**src/rtl/mest_disp_pkg.sv**
```systemverilog
// rtl/mest_disp_pkg.sv - shared types, glyph table and hex decode for the result display
package mest_disp_pkg;

    typedef enum logic [1:0] {
        IDLE = 2'd0,
        RUN  = 2'd1,
        DONE = 2'd2
    } state_t;

    // Active-low segment patterns, bit order {g,f,e,d,c,b,a}
    localparam logic [6:0] SEG_DASH  = 7'b0111111;
    localparam logic [6:0] SEG_BLANK = 7'b1111111;

    localparam logic [6:0] HEX_SEG [16] = '{
        7'b1000000, // 0
        7'b1111001, // 1
        7'b0100100, // 2
        7'b0110000, // 3
        7'b0011001, // 4
        7'b0010010, // 5
        7'b0000010, // 6
        7'b1111000, // 7
        7'b0000000, // 8
        7'b0010000, // 9
        7'b0001000, // A
        7'b0000011, // b
        7'b1000110, // C
        7'b0100001, // d
        7'b0000110, // E
        7'b0001110  // F
    };

    function automatic logic [6:0] hex_to_seg(input logic [3:0] nib);
        return HEX_SEG[nib];
    endfunction

endpackage

```
**src/rtl/mest_result_display_if.sv**
```systemverilog
// rtl/mest_result_display_if.sv - result stream from mest_pro plus board clear
interface mest_result_display_if;
    logic [7:0] i_result;
    logic       i_valid_result;
    logic       i_carry;
    logic       i_zero_flag;
    logic       i_all_done;
    logic       i_clear;

    modport master (
        output i_result, i_valid_result, i_carry, i_zero_flag, i_all_done, i_clear
    );

    modport slave (
        input  i_result, i_valid_result, i_carry, i_zero_flag, i_all_done, i_clear
    );
endinterface

```
**src/rtl/mest_seg_scanner.sv**
```systemverilog
// rtl/mest_seg_scanner.sv - time-multiplexed 4-digit active-low seven-segment driver
module mest_seg_scanner
    import mest_disp_pkg::*;
#(
    parameter int REFRESH_DIV = 100000,
    parameter int NUM_DIGITS  = 4
) (
    input  logic                            clk,
    input  logic                            rst_n,
    input  logic [NUM_DIGITS-1:0][3:0]      nibbles,
    input  logic [NUM_DIGITS-1:0]           dp_lit,
    input  logic                            force_dash,
    output logic [6:0]                      o_seg,
    output logic                            o_dp,
    output logic [NUM_DIGITS-1:0]           o_an
);

    localparam int CNT_W = (REFRESH_DIV > 2) ? $clog2(REFRESH_DIV) : 1;
    localparam logic [CNT_W-1:0] CNT_LAST = CNT_W'(REFRESH_DIV - 1);

    if (NUM_DIGITS != 4) begin : g_bad_digits
        $error("mest_seg_scanner supports exactly 4 digits");
    end
    if (REFRESH_DIV < 2) begin : g_bad_div
        $error("REFRESH_DIV must be at least 2");
    end

    logic [CNT_W-1:0] refresh_cnt;
    logic [1:0]       digit_idx;
    logic [1:0]       digit_nxt;
    logic             wrap;

    // Next digit is computed ahead so anode and segments register on the same edge
    always_comb begin
        wrap      = (refresh_cnt == CNT_LAST);
        digit_nxt = wrap ? digit_idx + 2'd1 : digit_idx;
    end

    // Refresh counter, digit index and registered display outputs
    always_ff @(posedge clk or negedge rst_n) begin
        if (!rst_n) begin
            refresh_cnt <= '0;
            digit_idx   <= 2'd0;
            o_an        <= 4'b1110;
            o_seg       <= SEG_DASH;
            o_dp        <= 1'b1;
        end else begin
            refresh_cnt <= wrap ? '0 : refresh_cnt + 1'b1;
            digit_idx   <= digit_nxt;
            o_an        <= ~(4'b0001 << digit_nxt);
            o_seg       <= force_dash ? SEG_DASH : hex_to_seg(nibbles[digit_nxt]);
            o_dp        <= force_dash ? 1'b1 : ~dp_lit[digit_nxt];
        end
    end

endmodule

```
**src/rtl/mest_result_display.sv**
```systemverilog
// rtl/mest_result_display.sv - captures mest_pro results and shows them on a 4-digit display
module mest_result_display
    import mest_disp_pkg::*;
#(
    parameter int REFRESH_DIV = 100000,
    parameter int NUM_DIGITS  = 4
) (
    input  logic                  clk,
    input  logic                  i_reset_n,
    mest_result_display_if.slave  res,
    output logic [6:0]            o_seg,
    output logic                  o_dp,
    output logic [NUM_DIGITS-1:0] o_an,
    output logic [7:0]            o_count,
    output logic                  o_done
);

    if (NUM_DIGITS != 4) begin : g_bad_digits
        $error("mest_result_display supports exactly 4 digits");
    end

    state_t     state;
    state_t     state_nxt;
    logic [7:0] last_result;
    logic       last_carry;
    logic       last_zero;
    logic       capture;

    // Results are only accepted before completion, and clear overrides them
    assign capture = (state != DONE) && res.i_valid_result && !res.i_clear;

    // FSM state register
    always_ff @(posedge clk or negedge i_reset_n) begin
        if (!i_reset_n) begin
            state <= IDLE;
        end else begin
            state <= state_nxt;
        end
    end

    // Next-state: clear wins, completion beats a simultaneous first result
    always_comb begin
        state_nxt = state;
        if (res.i_clear) begin
            state_nxt = IDLE;
        end else begin
            case (state)
                IDLE: begin
                    if (res.i_all_done)          state_nxt = DONE;
                    else if (res.i_valid_result) state_nxt = RUN;
                end
                RUN: begin
                    if (res.i_all_done) state_nxt = DONE;
                end
                DONE:    state_nxt = DONE;
                default: state_nxt = IDLE;
            endcase
        end
    end

    // Captured result, flags and saturating result count
    always_ff @(posedge clk or negedge i_reset_n) begin
        if (!i_reset_n) begin
            last_result <= 8'h00;
            last_carry  <= 1'b0;
            last_zero   <= 1'b0;
            o_count     <= 8'h00;
        end else if (res.i_clear) begin
            last_result <= 8'h00;
            last_carry  <= 1'b0;
            last_zero   <= 1'b0;
            o_count     <= 8'h00;
        end else if (capture) begin
            last_result <= res.i_result;
            last_carry  <= res.i_carry;
            last_zero   <= res.i_zero_flag;
            o_count     <= (o_count == 8'hFF) ? o_count : o_count + 8'd1;
        end
    end

    assign o_done = (state == DONE);

    mest_seg_scanner #(
        .REFRESH_DIV (REFRESH_DIV),
        .NUM_DIGITS  (NUM_DIGITS)
    ) u_scanner (
        .clk        (clk),
        .rst_n      (i_reset_n),
        .nibbles    ({o_count[7:4], o_count[3:0], last_result[7:4], last_result[3:0]}),
        .dp_lit     ({o_done, 1'b0, last_zero, last_carry}),
        .force_dash (state == IDLE),
        .o_seg      (o_seg),
        .o_dp       (o_dp),
        .o_an       (o_an)
    );

endmodule
```
**src/flat_wrapper.sv**
```systemverilog
// flat-port wrapper written by rule: the top's interface ports become plain ports
module mest_result_display_flat import mest_disp_pkg::*;
#(
    parameter int REFRESH_DIV = 100000,
    parameter int NUM_DIGITS  = 4
)
  (clk, i_reset_n, o_seg, o_dp, o_an, o_count, o_done, res_i_result, res_i_valid_result, res_i_carry, res_i_zero_flag, res_i_all_done, res_i_clear);
  mest_result_display_if res_i ();
  input  logic clk;
  input  logic i_reset_n;
  output logic [6:0] o_seg;
  output logic o_dp;
  output logic [NUM_DIGITS-1:0] o_an;
  output logic [7:0] o_count;
  output logic o_done;
  input wire logic [$bits(res_i.i_result)-1:0] res_i_result;
  input wire logic [$bits(res_i.i_valid_result)-1:0] res_i_valid_result;
  input wire logic [$bits(res_i.i_carry)-1:0] res_i_carry;
  input wire logic [$bits(res_i.i_zero_flag)-1:0] res_i_zero_flag;
  input wire logic [$bits(res_i.i_all_done)-1:0] res_i_all_done;
  input wire logic [$bits(res_i.i_clear)-1:0] res_i_clear;
  assign res_i.i_result = res_i_result;
  assign res_i.i_valid_result = res_i_valid_result;
  assign res_i.i_carry = res_i_carry;
  assign res_i.i_zero_flag = res_i_zero_flag;
  assign res_i.i_all_done = res_i_all_done;
  assign res_i.i_clear = res_i_clear;
  mest_result_display #(.REFRESH_DIV(REFRESH_DIV), .NUM_DIGITS(NUM_DIGITS)) u_core (.clk(clk), .i_reset_n(i_reset_n), .res(res_i), .o_seg(o_seg), .o_dp(o_dp), .o_an(o_an), .o_count(o_count), .o_done(o_done));
endmodule
```
**config.mk**
```make
export PLATFORM = sky130hd
export DESIGN_NAME = mest_result_display_flat
export DESIGN_NICKNAME = d
export VERILOG_FILES = /design/src/rtl/mest_disp_pkg.sv /design/src/rtl/mest_result_display_if.sv /design/src/rtl/mest_seg_scanner.sv /design/src/rtl/mest_result_display.sv /design/src/flat_wrapper.sv
export SDC_FILE = /design/constraint.sdc
export NUM_CORES = 1
export LEC_CHECK = 0
export CAP_MARGIN = 20
export CELL_PAD_IN_SITES_DETAIL_PLACEMENT = 0
export CELL_PAD_IN_SITES_GLOBAL_PLACEMENT = 2
export CORE_ASPECT_RATIO = 1.5
export CORE_MARGIN = 2
export CORE_UTILIZATION = 38
export CTS_CLUSTER_SIZE = 14
export DETAILED_ROUTE_END_ITERATION = 10
export PLACE_DENSITY_LB_ADDON = 0.05
export SKIP_CTS_REPAIR_TIMING = 1
export SYNTH_ARGS = -nofsm -noshare
export SYNTH_HDL_FRONTEND = slang
export SYNTH_SLANG_ARGS = --single-unit
```
**constraint.sdc**
```tcl
create_clock -name clk -period 6.8 [get_ports clk]
set_input_delay 1.36 -clock clk [delete_from_list [all_inputs] [get_ports clk]]
set_output_delay 1.36 -clock clk [all_outputs]
set_load 0.05 [all_outputs]
```
==> summary.txt <==
CTS
  – Total CTS buffers: 5
  – CTS tree: built
  – Clk sinks: 51
  – Clk root buf: clkbuf_8
  – H-tree levels: 2
  – Clk slew on worst S/H paths: 0.09 ns
  – Insertion delay to the later sink of the worst-skew pair: 0.30 ns
  – Worst-case clock buffer depth: 2

Die
  – DIE HEIGHT: 108 um
  – Initial Util: 38.6%
  – Die area: 0.00795 mm^2
  – Cell Rows: 38
  – Core area: 0.00713 mm^2
  – Die W: 73.5 um
  – Ports: 36

Drt
  – DRT iter0 DRCs: 96
  – Wire per inst: 14.4 um
  – Wl on met1: 2580 um
  – Max Used Layer: met4
  – Detailed-route DRC error count: 0
  – Routed WL: 5560 um
  – Routed wl met2: 2770 um
  – Post-route ant nets: 0
  – Via-per-instance ratio: 5.16
  – WL met3: 132 um
  – First-pass DRT Iterations: 4
  – DR vias: 1,990

Min path
  – Hold WC Path Type: register to register

Placed design
  – Place WS: 3.47 ns
  – DP HPWL: 4000 um
  – Placed Area: 0.00317 mm^2
  – Placer Congestion: 0.738
  – Port buffer count: 35

Final layout
  – Final std cell area, no fill: 0.00328 mm^2
  – Most common cell after layout, fill and taps aside: nand2_1
  – NumNets Final: 333
  – Diode count: 0
  – Filler cells: 703
  – Syn-to-layout area delta: 19.4%
  – Share of layout cells above drive strength 1: 11.1%
  – Most frequent cells in the layout: nand2_1 (46), dfrtp_1 (41), clkdlybuf4s50_1 (34), nor2_1 (29), a21oi_1 (16)
  – Final Util: 46.1%

Global route
  – GRT overflow: 0
  – Gr usage total: 15.1%
  – First-pass GRT wire length: 9480 um
  – Initial antenna violation count: 0
  – Pin count of the biggest net entering global routing: 52
  – Vias in the first global route: 1,992

Power
  – Sw power: 0.000195 W
  – P_leak: 1.40 nW
  – Sequential share of power: 48.4%
  – Internal power: 0.000492 W
  – IR drop worst, VDD: 0.115 mV
  – P per Cell Area: 209 mW/mm^2
  – Clock share of power: 31.9%
  – Gate power share: 19.7%
  – Sw Ratio: 28.4%
  – Power, Total: 0.000687 W

Critical path
  – CP max FO: 10
  – Critical path required time: 7.04 ns
  – Critical Path AT: 3.45 ns
  – Crit path launch type: register
  – Worst Setup End Kind: register
  – Crit Path Class: register to register

Timing
  – Final setup skew: 0.00513 ns
  – Period utilization: 47.2%
  – Fin crit period: 3.21 ns
  – Measured slew at the worst slew-check pin: 0.770 ns
  – FMAX: 0.312 GHz
  – Hold Fails Final Rpt: 0
  – Slew margin rel.: 48.5%
  – Pins Over Slew Limit: 0
  – Unrepaired setup endpoints after global routing: false
  – TNS Setup: 0 ns
  – Final setup violation count: 0
  – Final WS setup: 3.59 ns

Synthesis
  – Synth Register Bits: 51
  – YS warnings: 0
  – Main synth FF type: dfrtp_1
  – Syn avg cell area: 10.1 um^2
  – Post-Syn Area: 0.00275 mm^2
  – EDFF count, synth: 0
  – Syn Nets: 299
  – Part of the Yosys area used for sequential elements: 46.9%
  – Ys async rst share: 100%
  – Yosys cell types: 41
  – Mapped Cells: 271

Status
  – Status: finished clean

Job
  – Max cap viols: 0
==> state kept, by name (all words and copies together), names as in the netlist <==
signal / flops
u_core.u_scanner.refresh_cnt: 17
u_core.last_result: 8
u_core.o_count: 8
u_core.u_scanner.o_seg: 7
u_core.u_scanner.o_an: 4
u_core.state: 2
u_core.u_scanner.digit_idx: 2
u_core.last_carry: 1
u_core.last_zero: 1
u_core.u_scanner.o_dp: 1
==> cell families after synthesis <==
logic type,after synthesis,share of synthesized area [%]
buffers and inverters,17,2.59
flip-flops,51,46.9
AND/OR/NAND/NOR,117,21.1
AO/OA/AOI/OAI,36,9.14
XOR/XNOR,23,7.32
adder cells (fa/ha/maj),13,5.91
multiplexers,14,7.10
==> layout make-up <==
class                      instances  area [um^2]  area share (%)
multi-input combinational        203         1390            42.3
sequential                        51         1290            39.2
timing repair buffer              38          365            11.1
tap                               80          100            3.05
clock buffer                       6         82.6            2.51
clock inverter                     2         35.0            1.07
inverter                           6         22.5           0.686
==> synth_stat cells (all sizes together), types with 4 or more instances <==
cell / instances / area share [%]
nand2: 46 / 6.3
and3: 4 / 0.91
nor2: 29 / 4.0
o21ai: 6 / 1.1
nand3: 8 / 1.5
xnor2: 11 / 3.5
dfstp: 10 / 9.6
dfrtp: 41 / 37
inv: 6 / 0.82
mux2: 4 / 1.6
ha: 13 / 5.9
clkbuf: 10 / 1.4
mux2i: 6 / 2.2
xor2: 12 / 3.8
nor3: 5 / 0.91
nand2b: 4 / 0.91
a21oi: 16 / 2.9
mux4: 4 / 3.3
==> through the flow <==
| stage | instances | hold WS, ns |
|---|---|---|
| final | 386 | 0.483 |
| after global routing | 386 | 0.529 |
| after CTS | 386 | 0.486 |
| after detailed placement | 378 | 0.473 |
| after global placement | 377 | 0.473 |
| after floorplan | 271 | 0.455 |
==> path summary, 6_finish.rpt <==
check	from	endpoint	slack (ns)	cells past startpoint
worst max-delay path	u_core.u_scanner.refresh_cnt[12]	u_core.u_scanner.o_seg[0]	3.59	9
worst min-delay path	u_core.u_scanner.refresh_cnt[0]	u_core.u_scanner.refresh_cnt[0]	0.48	1
worst max register to register	u_core.u_scanner.refresh_cnt[12]	u_core.u_scanner.o_seg[0]	3.59	9
worst min register to register	u_core.u_scanner.refresh_cnt[0]	u_core.u_scanner.refresh_cnt[0]	0.48	1
max in group asynchronous	i_reset_n	u_core.u_scanner.refresh_cnt[16]	5.18	2
min in group asynchronous	i_reset_n	u_core.u_scanner.refresh_cnt[4]	1.15	2
==> per-layer routing <==
metal / GRT usage (%) / vias up
met5: 0 / -
met4: 5.06 / 0
met3: 2.24 / 5
met2: 25.4 / 32
met1: 19.6 / 948
li1: - / 1005
==> power by group through the flow <==
stage | clock, W | sequential, W | combinational (W)
4_1_cts | 0.000231 | 0.000333 | 0.000137
6_report | 0.000220 | 0.000333 | 0.000135
2_1_floorplan | 0 | 0.000374 | 0.0000544
3_3_place_gp | 0 | 0.000339 | 0.000137
5_1_grt | 0.000239 | 0.000335 | 0.000148
3_5_place_dp | 0 | 0.000339 | 0.000137
==> critical path, stage by stage, from the launching register on <==
cell and delay, ns:
dfrtp_1 0.44, or4b_4 0.59, nor4_4 0.63, mux2i_1 0.26
o2111ai_2 0.38, inv_1 0.16, ha_1 0.24, nand2_1 0.06
a21oi_1 0.08, a211o_1 0.30
Power figures use the tool's default switching activity.
